[src/rtl/mult_arbiter.sv]
// mult_arbiter: round-robin sequencer sharing one multi-cycle multiplier
// between NREQ requesters with registered start/ack/response pulses.
module mult_arbiter #(
  parameter int TBIT = 64,
  parameter int NREQ = 4
) (
  input  logic                 clock,
  input  logic                 reset,
  input  logic [NREQ-1:0]      req,
  input  logic [NREQ*TBIT-1:0] req_a,
  input  logic [NREQ*TBIT-1:0] req_b,
  output logic [NREQ-1:0]      ack,
  output logic [NREQ-1:0]      resp_valid,
  output logic [TBIT-1:0]      resp_product,
  output logic                 busy,
  output logic [TBIT-1:0]      mult_a,
  output logic [TBIT-1:0]      mult_b,
  output logic                 mult_start,
  input  logic [TBIT-1:0]      mult_product,
  input  logic                 mult_done
);

  localparam int IW = (NREQ > 1) ? $clog2(NREQ) : 1;

  localparam logic [1:0] S_IDLE  = 2'd0;
  localparam logic [1:0] S_ISSUE = 2'd1;
  localparam logic [1:0] S_WAIT  = 2'd2;
  localparam logic [1:0] S_RESP  = 2'd3;

  localparam logic [NREQ-1:0] ONE = NREQ'(1);

  logic [1:0]      state_q, state_d;
  logic [IW-1:0]   last_q, last_d;
  logic [IW-1:0]   owner_q, owner_d;
  logic            done_q, done_d;
  logic [NREQ-1:0] ack_q, ack_d;
  logic [NREQ-1:0] rv_q, rv_d;
  logic            start_q, start_d;
  logic            busy_q, busy_d;
  logic [TBIT-1:0] a_q, a_d;
  logic [TBIT-1:0] b_q, b_d;
  logic [TBIT-1:0] prod_q, prod_d;

  logic            grant_vld;
  logic [IW-1:0]   grant_idx;
  logic            done_rise;
  int              scan;

  // Scan last+1 .. last+NREQ so the previous owner ranks lowest.
  always_comb begin
    grant_vld = 1'b0;
    grant_idx = '0;
    scan      = 0;
    for (int k = 1; k <= NREQ; k++) begin
      scan = (int'(last_q) + k) % NREQ;
      if (!grant_vld && req[IW'(scan)]) begin
        grant_vld = 1'b1;
        grant_idx = IW'(scan);
      end
    end
  end

  // A done level left over from an earlier op must not complete this one.
  assign done_rise = mult_done & ~done_q;
  assign done_d    = mult_done;

  always_comb begin
    state_d = state_q;
    last_d  = last_q;
    owner_d = owner_q;
    a_d     = a_q;
    b_d     = b_q;
    prod_d  = prod_q;
    ack_d   = '0;
    rv_d    = '0;
    start_d = 1'b0;
    unique case (1'b1)
      (state_q == S_IDLE): begin
        if (grant_vld) begin
          a_d     = req_a[grant_idx*TBIT +: TBIT];
          b_d     = req_b[grant_idx*TBIT +: TBIT];
          owner_d = grant_idx;
          ack_d   = ONE << grant_idx;
          start_d = 1'b1;
          state_d = S_ISSUE;
        end
      end
      (state_q == S_ISSUE): begin
        state_d = S_WAIT;
      end
      (state_q == S_WAIT): begin
        if (done_rise) begin
          prod_d  = mult_product;
          last_d  = owner_q;
          rv_d    = ONE << owner_q;
          state_d = S_RESP;
        end
      end
      (state_q == S_RESP): begin
        state_d = S_IDLE;
      end
    endcase
    busy_d = (state_d != S_IDLE);
  end

  always_ff @(posedge clock) begin
    if (reset) begin
      state_q <= S_IDLE;
      last_q  <= IW'(NREQ-1);
      owner_q <= '0;
      done_q  <= 1'b0;
      ack_q   <= '0;
      rv_q    <= '0;
      start_q <= 1'b0;
      busy_q  <= 1'b0;
      a_q     <= '0;
      b_q     <= '0;
      prod_q  <= '0;
    end else begin
      state_q <= state_d;
      last_q  <= last_d;
      owner_q <= owner_d;
      done_q  <= done_d;
      ack_q   <= ack_d;
      rv_q    <= rv_d;
      start_q <= start_d;
      busy_q  <= busy_d;
      a_q     <= a_d;
      b_q     <= b_d;
      prod_q  <= prod_d;
    end
  end

  assign ack          = ack_q;
  assign resp_valid   = rv_q;
  assign resp_product = prod_q;
  assign busy         = busy_q;
  assign mult_a       = a_q;
  assign mult_b       = b_q;
  assign mult_start   = start_q;

endmodule

[config.mk]
export PLATFORM = sky130hd
export DESIGN_NAME = mult_arbiter
export DESIGN_NICKNAME = d
export VERILOG_FILES = /design/src/rtl/mult_arbiter.sv
export SDC_FILE = /design/constraint.sdc
export NUM_CORES = 1
export LEC_CHECK = 0
export ABC_AREA = 1
export BUFFER_PORTS_ARGS = -buffer_cell sky130_fd_sc_hd__buf_2
export CAP_MARGIN = 20
export CORE_AREA = 4 4 303 305
export CTS_CLUSTER_SIZE = 28
export DETAILED_ROUTE_END_ITERATION = 16
export DIE_AREA = 0 0 307 309
export PLACE_DENSITY = 0.34
export REMOVE_ABC_BUFFERS = 1
export SLEW_MARGIN = 5
export SYNTH_ARGS = -nofsm -noshare
export SYNTH_HDL_FRONTEND = slang
export SYNTH_SLANG_ARGS = --single-unit
[constraint.sdc]
create_clock -name clock -period 3.9 [get_ports clock]
set_input_delay 0.39 -clock clock [delete_from_list [all_inputs] [get_ports clock]]
set_output_delay 0.39 -clock clock [all_outputs]
set_load 0.02 [all_outputs]
======== Word-level counts from Yosys, hierarchy flattened ========
Index checks and enable logic that the tools add are counted.
storage, ports and cells
  register bits after elaboration ......... 209
  word-level logic and storage cells ...... 69
  output and inout port bits .............. 202
  bits of input ports ..................... 583
cells by class
  eq/ne operators ......................... 3
  $add $sub $neg .......................... 4
  magnitude comparators ................... 4
  shifts and indexed selects .............. 4
  muxes and demuxes ....................... 24
  reduce and logical (&&, ||, !) cells .... 13
  bitwise gates (word level) .............. 6
operators by type and width
  operator             count
  $shiftx 256x9->64    2
  $lt 2x4->1 const B   4
  $mux 1               13
  $mux 2               6
  $bmux 1 s2           4
  $pmux 2 s4           1
  $shl 1x2->4 const A  2
  $reduce_or 3->1      2
  $not 1->1            5
  $add 2x1->2 const B  2
  $add 2x2->2 const B  2
  $eq 2x2->1 const B   2
  $reduce_and 2->1     2
  $logic_and 1x1->1    3
  $logic_not 1->1      3
  $eq 2x1->1 const B   1
  $logic_not 2->1      1
  $reduce_bool 2->1    1
  $reduce_or 2->1      1
  $and 1x1->1          1

======== Logic depth before layout (Yosys ltp) ========
Gate-level depths: netlist of run 1.
  depth in word-level cells ............... 17
  depth in mapped cells ................... 17
  depth with buffers taken out ............ 14

======== Worst setup path after synthesis of run 1 ========
Ideal clock, no wire load.
  path kind ............................... reg2reg
  start ................................... register last_q[0]
  end ..................................... register a_q[30] (netlist: mult_a[30])
  data required time ...................... 3791 ps
  slack ................................... 2091 ps
  stages on the path, launching flop included .. 16
  arrival ................................. 1700 ps
  path through ............................ dfxtp_1 buf_4 inv_4 nand2_1 nand2_1 nand2_2 nand2_2 nor2_2 nand3_2 nand3_4 clkbuf_1 nand2_1 nand3_1 nand3_1 nand2_1 inv_1
between the ends
  word-level cells in the longest chain between the ends .. 15
  elaborated cells between the ends (all ways) .. 32
  classes of those cells .................. 4 x add/sub; 1 x shift; 20 x mux; 7 x reduce/logical
RTL lines
  element                                                       RTL line  RTL
  start, declared                                               33        logic [IW-1:0] last_q, last_d;
  start signal, assigned                                        109       last_q <= IW'(NREQ-1);
  start signal, assigned                                        121       last_q <= last_d;
  $add 2x1->2                                                   55        scan = (int'(last_q) + k) % NREQ;
  $bmux 1 s2                                                    56        if (!grant_vld && req[IW'(scan)]) begin
  $mux 1 (not written as such) (2 in series)                    56
  $mux 1                                                        56
  $logic_not 1->1                                               56
  $logic_and 1x1->1                                             56
  $mux 1                                                        56
  $logic_not 1->1                                               56
  $logic_and 1x1->1                                             56
  $mux 1                                                        56
  $logic_not 1->1                                               56
  $logic_and 1x1->1                                             56
  $mux 2 / $mux 1 (equally long branches)                       56
  $shiftx 256x9->64 / $reduce_and 2->1 (equally long branches)  --
  end signal, assigned                                          116       a_q <= '0;
  end signal, assigned                                          128       a_q <= a_d;
  end, declared                                                 40        logic [TBIT-1:0] a_q, a_d;
Several ways; a longest one is shown, not always the timed one. The select of a mux whose other input is x is not followed.
A chain may end at the register's enable or synchronous reset.

======== Final worst setup path of run 1 ========
  start ................................... register last_q[0]
  end ..................................... register a_q[26] (netlist: mult_a[26])
Same word-level chain as after synthesis.

==> results of run 1 <==
==> power groups by stage <==
stage	logic, mW	registers (mW)	clock network, mW
floorplan	4.14	4.06	0
global placement	7.87	3.27	0
detailed placement	7.83	3.26	0
CTS	7.85	3.23	2.89
global route	8.60	3.32	2.96
finish	7.60	3.22	2.74
==> through the flow <==
stage          total power, mW  worst slack, ns
4_1_cts                   14.0             1.08
2_1_floorplan             8.20            -2.91
3_3_place_gp              11.1             1.08
6_report                  13.6             1.12
5_1_grt                   14.9            0.742
3_5_place_dp              11.1             1.09
==> critical path: stages, from the launching register on <==
cell and delay, ns:
dfxtp_1 0.54, inv_4 0.11, nand2_1 0.08, nand2_1 0.08, nand2_1 0.11, nand2_2 0.08, nor3_1 0.37, nand2_1 0.16
nand3_4 0.51, buf_12 0.31, nand3_1 0.11, nand3_1 0.09, nand2_1 0.06, inv_1 0.04
==> what timing repair did <==
action | CTS | global route
endpoints found under the hold margin | 1 | 0
setup buffers | 0 | 0
hold buffers | 1 | 0
==> cell type report <==
class | instances | area, um^2
fill | 10600 | 68900
multi-input combinational | 1556 | 6870
timing repair buffer | 821 | 4390
clock inverter | 14 | 151
clock buffer | 38 | 810
antenna | 17 | 42.5
inverter | 664 | 2500
sequential | 209 | 4180
tap | 1176 | 1470
==> layer usage <==
layer | track usage [%] | vias up | share of wire (%)
met3 | 4.85 | 103 | 8.4
met5 | 0 | - | 0.29
met2 | 25.8 | 541 | 49
li1 | - | 9132 | -
met1 | 16.8 | 7835 | 40
met4 | 3.68 | 32 | 2.2
==> kinds of logic after synthesis <==
kind of cell | count (synthesis)
buffers and inverters | 841
AOI/OAI and AO/OA | 74
adders and majority gates | 3
and+or+nand+nor | 1479
DFF | 209
==> layout by cell type, fill, tap and decap left out, types with 2 or more instances in the layout <==
cell type / instances
nor2_1: 268
o21ai_0: 3
nand3_1: 645
buf_12: 14
nor3_1: 5
buf_4: 22
dfxtp_1: 209
clkinv_2: 9
nand2_2: 3
clkbuf_1: 4
a211oi_1: 2
nand2_1: 551
nand3_4: 3
ha_1: 3
buf_2: 783
clkbuf_16: 29
bufinv_16: 3
diode_2: 17
inv_1: 659
a21oi_1: 67
clkbuf_8: 5
inv_2: 3
==> path summary, 6_finish.rpt <==
check | from | end | cells past startpoint
worst max register to register | last_q[0] | mult_a[26] | 13
worst min-delay path | mult_product[37] | resp_product[37] | 3
worst min register to register | resp_product[7] | resp_product[7] | 2
worst max-delay path | last_q[0] | mult_a[26] | 13
==> state kept, by name, summed over array words and instances (netlist names) <==
name,count
ack,4
busy,1
done_q,1
last_q,2
mult_a,64
mult_b,64
mult_start,1
owner_q,2
resp_product,64
resp_valid,4
state_q,2
==> flow_summary.ini, run 1 <==
[floorplanning]
die_h_um = 309
core_area_um2 = 89300
dieArea_um2 = 94900
die_w_um = 307
io_pins = 785
rows = 110
initial_core_util_pct = 16.1

[critical_path]
end_kind = flop
cp.required_ns = 4.42
path_max_fanout = 41
worstSetupPathType = flop to flop
startpoint_type = flop
rrSetupSlack_ns = 1.12
cp_data_arrival_time_ns = 3.29

[layout]
fin_cells = 4495
final_util_pct = 22.9
final_area_um2 = 20400
syn_to_final_growth_pct = 41.8
nets = 3867
drive_above_1_share_pct = 26.7

[synthesis]
synth_cells = 2606
synthSimpleGateAreaFrac_pct = 44.5
dominantRegCellSynth = dfxtp_1
yosys_warnings = 0
synth-xor-area-share_pct = 0
synth_edf_count = 0
synth.most_common_cell = inv_1
synth.mux.area_fraction_pct = 0
yosysTopAreaCell = dfxtp_1
synth-async-reset-ratio_pct = 0
synth_top_area_share_pct = 29.1
netlist_top_cells_area = dfxtp_1, nand3_1, inv_1
syn_area_um2 = 14400
yosys.area_share.adder_pct = 0.261
yosysSeqAreaShare_pct = 29.1
synth_top_family_by_area = simple AND/OR/NAND/NOR gates
synth_compound_area_share_pct = 2.62
synthTopCellsByCount = inv_1, nand3_1, nand2_1, nor2_1, dfxtp_1
avgSynthCellArea_um2 = 5.53
ys_ff_latch = 209
ys_types = 23

[clock_network]
clk_latency_ns = 0.56
cts.path.max_buffers = 3
tritoncts = built
numCtsBuffers = 29
clk_pin_slew_ns = 0.06
cts_resized = 0
root_buffer = clkbuf_16
cts_sinks = 209
htreeDepth = 1

[route]
routed_wl_um = 73400
drt_first_pass_iters = 5
drtIter0Drc = 777
drc = 0
wire_per_inst_um = 16.3
vias = 17600
ant_nets = 0
via_per_inst = 3.93

[pwr]
sw_frac_of_total_pct = 49.1
peakVddDrop_uv = 273
leakage_nw = 12.6
powerDensity_nw_per_um2 = 664
switchingPower_mw = 6.65
clockPowerShare_pct = 20.2
combinationalPowerShare_pct = 56.1
p_int_mw = 6.90
seqPwrFrac_pct = 23.7

[sta]
finalClockSkew_ns = 0.00821
setup_viol = 0
slew_headroom_pct = 43.4
grt_setup_unrepaired = no
whs_ns = 0.0769
tightestPinTransition_ns = 0.848
slew_violations = 0
tns_ns = 0
hold_viol_final = 0
fmax_ghz = 0.360
fin_crit_sh_pct = 71.2
min_period_ns = 2.78

[global_route]
gr-total-overflow = 0
grt_pass1_vias = 17400
track_usage_pct = 14.5
grt_max_degree = 134
antenna_found_initial = 34
grt_pass1_wl_um = 108000

[min_path]
hold_path_class = input pin to flop

[flow_run]
max_cap_violations = 0

[place]
dpl.hpwl_um = 55200
dp.cells = 4425
portBuffers = 784
place.gp.congestion = 0.832
dpl-instance-area_um2 = 19400

[status]
status = completed
Power figures use the tool's default switching activity.
==> run 2: changes to the inputs <==
--- a/config.mk
+++ b/config.mk
@@ -12,7 +12,7 @@
 export CTS_CLUSTER_SIZE = 28
 export DETAILED_ROUTE_END_ITERATION = 16
 export DIE_AREA = 0 0 307 309
-export PLACE_DENSITY = 0.34
+export PLACE_DENSITY = 0.35
 export REMOVE_ABC_BUFFERS = 1
 export SLEW_MARGIN = 5
 export SYNTH_ARGS = -nofsm -noshare
==> constraint.sdc (replaced) <==
create_clock -name clock -period 2.3 [get_ports clock]
set_input_delay 0.23 -clock clock [delete_from_list [all_inputs] [get_ports clock]]
set_output_delay 0.23 -clock clock [all_outputs]
set_load 0.02 [all_outputs]
==> run 2 against run 1 <==
Clock-buffer cell count down 1; critical path type unchanged; combinational power is 120% higher; critical path depth increased by 4; flip-flop and latch count unchanged; sequential share of layout area decreased by 2.4 points.
==> flow_summary.ini, run 2 (synthesis results as in run 1) <==
[critical_path]
worstSetupPathType = flop to flop
cp.required_ns = 2.77
startpoint_type = flop
cp_data_arrival_time_ns = 2.68
rrSetupSlack_ns = 0.08
end_kind = flop
path_max_fanout = 7

[sta]
min_period_ns = 2.22
grt_setup_unrepaired = yes
tightestPinTransition_ns = 0.449
fmax_ghz = 0.451
whs_ns = 0.0315
setup_viol = 0
hold_viol_final = 0
slew_violations = 0
tns_ns = 0
finalClockSkew_ns = 0.0185
fin_crit_sh_pct = 96.4
slew_headroom_pct = 70.1

[route]
drc = 0
drt_first_pass_iters = 5
drtIter0Drc = 921
wire_per_inst_um = 16.8
m1WireLength_um = 33500
met3_length_um = 5150
vias = 18700
top_layer = met5
routed_wl_um = 78800
met2_length_um = 38500
via_per_inst = 3.97
ant_nets = 0

[pwr]
finalPower_mw = 26.6
powerDensity_nw_per_um2 = 1150
peakVddDrop_uv = 431
leakage_nw = 14.0

[layout]
final_cell_mix = buf_2, inv_1, nand3_1, nand2_1, nor2_1
final_common_cell = buf_2
nets = 4082
drive_above_1_share_pct = 30.4
final_util_pct = 25.9
syn_to_final_growth_pct = 60.8

[global_route]
grt_pass1_wl_um = 110000
antenna_found_initial = 18
gr-total-overflow = 0
grt_pass1_vias = 18600
grt_max_degree = 65
track_usage_pct = 14.7

[min_path]
hold_path_class = input pin to flop

[status]
status = completed

[clock_network]
clk_latency_ns = 0.57
cts.path.max_buffers = 3
htreeDepth = 1
cts_sinks = 209
root_buffer = clkbuf_16
clk_pin_slew_ns = 0.06
numCtsBuffers = 29
tritoncts = built

[floorplanning]
io_pins = 785
core_area_um2 = 89300
dieArea_um2 = 94900
die_w_um = 307
die_h_um = 309
rows = 110
initial_core_util_pct = 16.1

[flow_run]
max_cap_violations = 0

[place]
portBuffers = 784
dpl.hpwl_um = 59000
place.gp.congestion = 0.859
[run 2: area by class of cell]
class                      instances  area (um^2)
fill                           10400        66200
sequential                       209         4190
timing repair buffer            1036         7000
antenna                            7         17.5
clock inverter                    11          160
tap                             1176         1470
clock buffer                      37          776
multi-input combinational       1556         7030
inverter                         664         2510
[run 2: where the power goes]
group	total [mW]	leakage, nW	internal, mW	switching (mW)
clock	4.62	0.455	2.79	1.83
combinational	16.5	11.8	6.59	9.90
sequential	5.49	1.72	4.83	0.660
total	26.6	14.0	14.2	12.4
[run 2: metrics by stage]
stage / instances / setup slack [ns] / instance area, um^2
2_1_floorplan: 2429 / -4.51 / 13500
3_3_place_gp: 4545 / -0.155 / 20600
3_5_place_dp: 4545 / -0.191 / 20600
4_1_cts: 4659 / 0.00114 / 22200
5_1_grt: 4691 / -0.0197 / 23100
6_report: 4696 / 0.0834 / 23200
[run 2: routing by layer]
layer	GRT usage, %	vias up
li1	-	9573
met1	17.8	8425
met2	26.4	557
met3	3.64	91
met4	3.48	18
met5	0	-
[run 2: timing repair]
action	CTS	global route
pin swaps	0	17
resized for setup	4	70
hold buffers	65	0
hold endpoints to repair	65	0
buffers inserted	0	5
setup endpoints to repair	56	128
gates cloned	1	25
[run 2: critical path, stage by stage (launching register included)]
cell	delay, ns
dfxtp_4	0.38
buf_6	0.14
nand2_2	0.06
nand2_2	0.06
nand2_2	0.07
nand2_2	0.07
buf_6	0.12
inv_2	0.05
nand3_4	0.13
nand3_4	0.12
buf_12	0.18
clkbuf_16	0.19
buf_4	0.14
nand2_1	0.11
nand3_1	0.09
nand3_1	0.08
nand2_1	0.06
inv_1	0.03
[run 2: worst paths after layout]
check | from | endpoint | cells after the start
hold reg to reg | resp_product[26] | resp_product[26] | 2
setup / recovery | last_q[0] | mult_b[49] | 17
setup reg to reg | last_q[0] | mult_b[49] | 17
hold / removal | mult_product[27] | resp_product[27] | 3
